===== src/rtl/clk_period_meter.sv =====
// One-shot period / high-time meter: measures meas_clk in clk_in cycles after each start.
// meas_clk passes through a SYNC_STAGES-deep synchronizer (SYNC_STAGES must be at least 2).
`timescale 1ns/1ps

module clk_period_meter #(
    parameter int CNT_W       = 16,
    parameter int SYNC_STAGES = 2
) (
    input  logic             clk_in,
    input  logic             rst_n,
    input  logic             meas_clk,
    input  logic             start,
    input  logic             abort,
    output logic             busy,
    output logic             done,
    output logic [CNT_W-1:0] period,
    output logic [CNT_W-1:0] high_time,
    output logic             timeout
);

    typedef enum logic [1:0] {
        IDLE      = 2'd0,
        WAIT_EDGE = 2'd1,
        MEASURE   = 2'd2
    } state_t;

    localparam logic [CNT_W-1:0] CNT_MAX = {CNT_W{1'b1}};
    localparam logic [CNT_W-1:0] CNT_ONE = {{(CNT_W-1){1'b0}}, 1'b1};

    logic [SYNC_STAGES-1:0] sync_q;
    logic                   s_d;
    logic                   s;
    logic                   rise;
    logic                   fall;

    state_t                 state;
    state_t                 state_next;
    logic [CNT_W-1:0]       cnt;
    logic [CNT_W-1:0]       cnt_next;
    logic [CNT_W-1:0]       cnt_inc;
    logic [CNT_W-1:0]       hi;
    logic [CNT_W-1:0]       hi_next;
    logic                   seen_fall;
    logic                   seen_fall_next;
    logic [CNT_W-1:0]       period_next;
    logic [CNT_W-1:0]       high_time_next;
    logic                   timeout_next;
    logic                   done_next;

    assign s       = sync_q[SYNC_STAGES-1];
    assign rise    = s & ~s_d;
    assign fall    = ~s & s_d;
    assign cnt_inc = cnt + CNT_ONE;

    // Synchronizer and edge-detect flop run every cycle, independent of the FSM.
    always_ff @(posedge clk_in) begin
        if (!rst_n) begin
            sync_q <= '0;
            s_d    <= 1'b0;
        end else begin
            sync_q <= {sync_q[SYNC_STAGES-2:0], meas_clk};
            s_d    <= s;
        end
    end

    always_ff @(posedge clk_in) begin
        if (!rst_n) begin
            state     <= IDLE;
            busy      <= 1'b0;
            cnt       <= '0;
            hi        <= '0;
            seen_fall <= 1'b0;
            period    <= '0;
            high_time <= '0;
            timeout   <= 1'b0;
            done      <= 1'b0;
        end else begin
            state     <= state_next;
            busy      <= (state_next != IDLE);
            cnt       <= cnt_next;
            hi        <= hi_next;
            seen_fall <= seen_fall_next;
            period    <= period_next;
            high_time <= high_time_next;
            timeout   <= timeout_next;
            done      <= done_next;
        end
    end

    // Stopping one count short of all-ones means a saturated counter is never
    // reported as a period; it always ends as a timeout.
    always_comb begin
        state_next     = state;
        cnt_next       = cnt;
        hi_next        = hi;
        seen_fall_next = seen_fall;
        period_next    = period;
        high_time_next = high_time;
        timeout_next   = timeout;
        done_next      = 1'b0;

        case (state)
            IDLE: begin
                if (start) begin
                    state_next   = WAIT_EDGE;
                    cnt_next     = '0;
                    timeout_next = 1'b0;
                end
            end

            WAIT_EDGE: begin
                if (abort) begin
                    state_next = IDLE;
                end else if (rise) begin
                    state_next     = MEASURE;
                    cnt_next       = CNT_ONE;
                    hi_next        = CNT_ONE;
                    seen_fall_next = 1'b0;
                end else if (cnt_inc == CNT_MAX) begin
                    state_next     = IDLE;
                    timeout_next   = 1'b1;
                    period_next    = '0;
                    high_time_next = '0;
                    done_next      = 1'b1;
                end else begin
                    cnt_next = cnt_inc;
                end
            end

            MEASURE: begin
                if (abort) begin
                    state_next = IDLE;
                end else if (rise) begin
                    state_next     = IDLE;
                    period_next    = cnt;
                    high_time_next = hi;
                    done_next      = 1'b1;
                end else if (cnt_inc == CNT_MAX) begin
                    state_next     = IDLE;
                    timeout_next   = 1'b1;
                    period_next    = '0;
                    high_time_next = '0;
                    done_next      = 1'b1;
                end else begin
                    cnt_next = cnt_inc;
                    if (fall) begin
                        seen_fall_next = 1'b1;
                    end
                    if (s && !seen_fall) begin
                        hi_next = hi + CNT_ONE;
                    end
                end
            end

            default: begin
                state_next = IDLE;
            end
        endcase
    end

endmodule


===== config.mk =====
export PLATFORM = sky130hd
export DESIGN_NAME = clk_period_meter
export DESIGN_NICKNAME = d
export VERILOG_FILES = /design/src/rtl/clk_period_meter.sv
export SDC_FILE = /design/constraint.sdc
export NUM_CORES = 1
export LEC_CHECK = 0
export ABC_CLOCK_PERIOD_IN_PS = 3900
export CORE_UTILIZATION = 45
export CTS_CLUSTER_DIAMETER = 30
export DETAILED_ROUTE_END_ITERATION = 7
export DONT_BUFFER_PORTS = 1
export SKIP_LAST_GASP = 1
export SYNTH_ARGS = -nofsm -noshare
export SYNTH_HDL_FRONTEND = slang
export SYNTH_SLANG_ARGS = --single-unit

===== constraint.sdc =====
create_clock -name clk_in -period 3.9 [get_ports clk_in]
set_input_delay 0.78 -clock clk_in [delete_from_list [all_inputs] [get_ports clk_in]]
set_output_delay 0.78 -clock clk_in [all_outputs]
set_load 0.05 [all_outputs]

==> run summary, run 1 <==
via count -> 2803
GRT Total Usage -> 22.8%
DR iter-0 viols -> 159
Synth cell types -> 58
antenna-violating nets left -> 0
Post-CTS Resized -> 0
Tmin final -> 3200 ps
total gr overflow -> 0
final core utilization -> 50.8%
clk slew on worst S/H paths -> 80 ps
Worst Path Max Fanout -> 22
Hold Crit Endpoint -> sync_q[1]
GPL Wtd Cong -> 0.859
final std cells w/o fill -> 477
Critical R2R Launch -> cnt[0]
setup ws final -> 704 ps
sequential share of the synthesized area -> 43.1%
Async SR Flop Fraction -> 0%
max-cap violations -> 0
highest clock rate -> 0.313 GHz
Initial Util -> 46.8%
HP Class -> reg -> reg
Final Max Tran Viols -> 0
Design Area, Final -> 3690 um2
Slew @ Worst Pin -> 765 ps
Post-CTS Hold Fix Bufs -> 0
drt via density -> 5.88
status -> finished clean
element type at the critical path start -> register
cells after synthesis -> 379
reg2reg end -> high_time[11]
start point of the worst hold path -> sync_q[0]
clock skew -> 8.49 ps
H-tree levels -> 3
number of synthesized flops with an enable pin -> 0
Hold Path Cell Cnt -> 1
Multi-input gate area -> 1810 um2
total core area -> 7250 um2
CP required -> 4180 ps
first-pass GRT wire length -> 13600 um
RSZ-0062 raised after global routing -> false
dpl ws -> 774 ps
Post-Syn Area -> 3390 um2
Synth Net Count -> 391
number of global-route vias before repair -> 2693
largest net degree at the start of global routing -> 23
IO Pins -> 40
Filler cells -> 730
R2R Setup Slk -> 700 ps
most common cell after layout, fill and taps aside -> dfxtp_1
Num CTS Buffers -> 9
setup_tns -> 0 ps
latest clock arrival within the worst-skew pair -> 340 ps
WS Path Type -> reg -> reg
placed cell count -> 461
Most used DFF post-synth -> dfxtp_1
cell area power density -> 396 nW/um2
Port Buffers -> 0
# DRC -> 0
drt first pass iters -> 4
layout net count -> 385
antenna violations before repair -> 0
Yosys warning count -> 0
Synth Register Bits -> 73
Crit path arrival time -> 3480 ps
commonest non-fill, non-tap cells in the layout -> dfxtp_1, nor2_1, a22o_1
IR Drop Worst-Case VDD -> 0.000194 V
# diodes -> 0
placement-stage cell area -> 3480 um2
fin crit share -> 81.9%
average size of a mapped cell -> 8.95 um2
Fin. Hold Viols -> 0
Reg area -> 1460 um2
die height -> 88.8 um
Final setup viols -> 0
Routed WL -> 8030 um
Clock Path Buffers -> 2
share of post-route cells with drive strength above 1 -> 9.26%
area delta synth->final -> 8.71%
Post-CTS Setup Inserts -> 0
Die ar. -> 7890 um2
Die Wd -> 88.8 um
CTS Root Cell -> clkbuf_8
number of clock sinks -> 73
crit end category -> register
CTS tree -> done
Rel. slew slack -> 48.6%
routed length per placed instance -> 16.8 um
Row Count -> 31
R2R depth -> 10
DP HPWL -> 5490 um
Leak -> 1.24 nW
==> worst max-delay path by stage <==
stage                     cells past startpoint    from       endpoint  slack, ps
after floorplan                               9  cnt[0]   high_time[0]       1490
after global placement                        9  cnt[2]     period[10]        830
after detailed placement                     10  cnt[0]      period[6]        770
after CTS                                    10  cnt[0]  high_time[11]        720
after global routing                         10  cnt[0]      period[3]        460
final                                        10  cnt[0]  high_time[11]        700
==> critical path, cell delays in order (launching register included) <==
cell     delay (ps)
dfxtp_1         490
ha_1            310
nand3_2         150
nor4_1          400
xnor2_1         240
nor4b_4          80
buf_4           200
a21o_1          200
a31oi_2         500
buf_4           380
a22o_1          180
==> power by group <==
| part | total, mW | switching [mW] | internal, mW |
|---|---|---|---|
| logic | 0.0641 | 0.0446 | 0.0195 |
| registers | 0.758 | 0.00894 | 0.749 |
| clock network | 0.639 | 0.279 | 0.360 |
| total | 1.46 | 0.332 | 1.13 |
==> stage by stage <==
stage	hold slack, ps	total power [mW]
finish	440	1.46
global route	475	1.52
CTS	447	1.48
detailed placement	429	0.840
global placement	420	0.840
floorplan	412	0.824
==> sequential cells by signal, indices dropped and copies added, names as in the netlist <==
signal,cells
busy,1
cnt,16
done,1
hi,16
high_time,16
period,16
s_d,1
seen_fall,1
state,2
sync_q,2
timeout,1
==> Yosys cell counts, types with 6 or more instances <==
master / instances / area, um2
a2111oi_0: 6 / 52.6
a21oi_1: 28 / 140
a22o_1: 32 / 280
buf_2: 9 / 45.0
clkbuf_1: 14 / 52.6
dfxtp_1: 73 / 1460
ha_1: 7 / 87.6
inv_1: 9 / 33.8
nand2_1: 29 / 109
nand2b_1: 6 / 37.5
nand3_1: 12 / 60.1
nand4_1: 8 / 50.1
nor2_1: 32 / 120
o21ai_0: 17 / 85.1
or3_1: 6 / 37.5
xnor2_1: 13 / 114
==> metal layers <==
layer  wire, um  up-vias  global-route usage [%]
li1           -     1398                       -
met1       4100     1328                    33.1
met2       3260       66                    30.7
met3        532       11                    6.81
met4        133        0                    10.1
met5          0        -                       0
==> kinds of logic (layout without fill, tap and decap cells) <==
family	after synthesis	after routing	share of synthesized area, %
compound gates	119	119	25.1
buf+inv	32	31	3.87
flops	73	73	43.1
simple gates	134	134	21.7
xor+xnor	13	13	3.36
mux	1	1	0.295
fa+ha+maj	7	7	2.58
==> final cells by class <==
class / instances / area share, %
Inverter: 9 / 0.916
Clock inverter: 5 / 2.17
Tap cell: 99 / 3.36
Clock buffer: 11 / 3.56
Timing Repair Buffer: 6 / 1.22
Multi-Input combinational cell: 274 / 49.1
Sequential cell: 73 / 39.6
Power figures use the tool's default switching activity.
==> inputs of run 2 (changes only) <==
--- a/config.mk
+++ b/config.mk
@@ -5,7 +5,7 @@
 export SDC_FILE = /design/constraint.sdc
 export NUM_CORES = 1
 export LEC_CHECK = 0
-export ABC_CLOCK_PERIOD_IN_PS = 3900
+export ABC_CLOCK_PERIOD_IN_PS = 3200
 export CORE_UTILIZATION = 45
 export CTS_CLUSTER_DIAMETER = 30
 export DETAILED_ROUTE_END_ITERATION = 7
==> constraint.sdc (replaced) <==
create_clock -name clk_in -period 3.2 [get_ports clk_in]
set_input_delay 0.64 -clock clk_in [delete_from_list [all_inputs] [get_ports clk_in]]
set_output_delay 0.64 -clock clk_in [all_outputs]
set_load 0.05 [all_outputs]
==> run 2 against run 1 <==
Net effect:
- cell area is 1.5% higher
- fmax is 12% higher
- largest cell class unchanged
- sequential share of layout area down 0.57 points
- global-route usage up 0.83 points
- clock skew increased by 2.0 ps
- via count rose by 1.5%
==> run summary, run 2 (synthesized netlist as in run 1, its figures left out) <==
status -> finished clean
Initial Util -> 46.8% (unchanged)
Hold Path Cell Cnt -> 2 (+1)
critical path endpoint -> cnt[3]
drt via density -> 5.94 (+1.0%)
layout net count -> 387 (+0.52%)
crit-path cells -> ha_1 -> nand3_2 -> nor4_1 -> xnor2_1 -> nor4b_4 -> buf_4 -> nand2_2 -> a311o_1 -> a31oi_1
share of post-route cells with drive strength above 1 -> 10.3% (+1.0 points)
WS Path Type -> reg -> reg
max-cap violations -> 0 (unchanged)
Slew @ Worst Pin -> 744 ps (-21.4 ps)
routed length per placed instance -> 17.3 um (+2.9%)
CP peak stage delay -> 480 ps (-20 ps)
# diodes -> 0 (unchanged)
DR iter-0 viols -> 197 (+24%)
final core utilization -> 51.6% (+0.74 points)
Row Count -> 31 (unchanged)
IO Pins -> 40 (unchanged)
clk slew on worst S/H paths -> 80 ps (about the same)
Fin. Hold Viols -> 0 (unchanged)
start point of the worst hold path -> rst_n
Die ar. -> 7890 um2 (unchanged)
number of clock sinks -> 73 (unchanged)
Final Max Tran Viols -> 0 (unchanged)
Post-CTS Resized -> 0 (unchanged)
CTS Root Cell -> clkbuf_8
crit path from -> cnt[0]
Tmin final -> 2850 ps (-348 ps)
IR Drop Worst-Case VDD -> 0.000252 V (+30%)
crit end category -> register
Num CTS Buffers -> 9 (unchanged)
largest net degree at the start of global routing -> 23 (unchanged)
GPL Wtd Cong -> 0.837 (-2.5%)
Routed WL -> 8290 um (+3.3%)
placement-stage cell area -> 3500 um2 (+0.79%)
antenna-violating nets left -> 0 (unchanged)
reg2reg end -> cnt[3]
first-pass GRT wire length -> 13900 um (+2.5%)
Design Area, Final -> 3740 um2 (+1.5%)
Leak -> 1.26 nW (+1.7%)
HP Class -> in -> reg
Critical R2R Launch -> cnt[0]
antenna violations before repair -> 0 (unchanged)
RSZ-0062 raised after global routing -> false
Post-CTS Hold Fix Bufs -> 0 (unchanged)
Post-CTS Setup Inserts -> 0 (unchanged)
setup_tns -> 0 ps (unchanged)
fin crit share -> 89.0% (+7.0 points)
Final setup viols -> 0 (unchanged)
total gr overflow -> 0 (unchanged)
Port Buffers -> 0 (unchanged)
Slowest cell on crit path -> dfxtp_1
die height -> 88.8 um (unchanged)
Die Wd -> 88.8 um (unchanged)
drt first pass iters -> 4 (unchanged)
DP HPWL -> 5720 um (+4.3%)
Crit path arrival time -> 3120 ps (-360 ps)
Clock Path Buffers -> 2 (unchanged)
Rel. slew slack -> 50.1% (+1.4 points)
number of global-route vias before repair -> 2707 (+0.52%)
GRT Total Usage -> 23.6% (+0.83 points)
most common cell after layout, fill and taps aside -> dfxtp_1
total core area -> 7250 um2 (unchanged)
area delta synth->final -> 10.3%
CP required -> 3470 ps (-710 ps)
# DRC -> 0 (unchanged)
H-tree levels -> 3 (unchanged)
commonest non-fill, non-tap cells in the layout -> dfxtp_1, nor2_1, a22o_1
CTS tree -> done
highest clock rate -> 0.351 GHz (+12%)
latest clock arrival within the worst-skew pair -> 350 ps (about the same)
element type at the critical path start -> register
cell area power density -> 487 nW/um2 (+23%)
clock skew -> 10.5 ps (+2.04 ps)
R2R Setup Slk -> 350 ps (-350 ps)
Worst Path Max Fanout -> 14 (-36%)
R2R depth -> 9 (-1)
via count -> 2844 (+1.5%)
[run 2: cell types whose count changed in the layout (fill, tap and decap cells not counted), sizes merged]
cell      before  now
buf            6    8
clkinvlp       2    3
clkbuf        11   10
[run 2: per-layer routing]
metal / vias to the layer above / GRT usage (%) / wire length [um] / part of all wire, %
met1: 1341 / 33.0 / 4170 / 50
met5: - / 0 / 0 / 0
li1: 1397 / - / - / -
met2: 87 / 33.8 / 3430 / 41
met3: 19 / 6.34 / 490 / 5.9
met4: 0 / 10.6 / 194 / 2.3
[run 2: cell type report]
type / instances / area, um2
fill: 700 / 3510
multi-input combinational: 274 / 1820
sequential: 73 / 1460
clock buffer: 10 / 138
tap: 99 / 124
clock inverter: 6 / 91.3
timing repair buffer: 8 / 72.6
inverter: 9 / 33.8
[run 2: per-stage QoR]
step	setup WS [ps]	power (mW)	hold slack (ps)	cells
floorplan	788	1.00	412	379
global route	98.8	1.89	395	479
CTS	259	1.84	390	479
detailed placement	282	1.03	429	463
finish	352	1.82	404	479
global placement	423	1.02	420	463
[run 2: worst min-delay path by stage]
stage / end / slack [ps]
after CTS: cnt[7] / 390
after global routing: sync_q[1] / 390
after detailed placement: sync_q[1] / 430
after global placement: sync_q[1] / 420
final: cnt[7] / 400
after floorplan: sync_q[1] / 410
[run 2: power breakdown]
group	switching [mW]	internal [mW]
registers	0.0110	0.913
clock network	0.353	0.461
logic	0.0560	0.0261
total	0.420	1.40
[run 2: worst max-delay path, delay by kind of cell, from the launching register on]
kind | cells | cell delay, ps
AND/OR/NAND/NOR | 4 | 970
flip-flops | 1 | 480
XOR/XNOR | 1 | 170
buffers and inverters | 1 | 260
adder cells (fa/ha/maj) | 1 | 330
AO/OA/AOI/OAI | 2 | 540
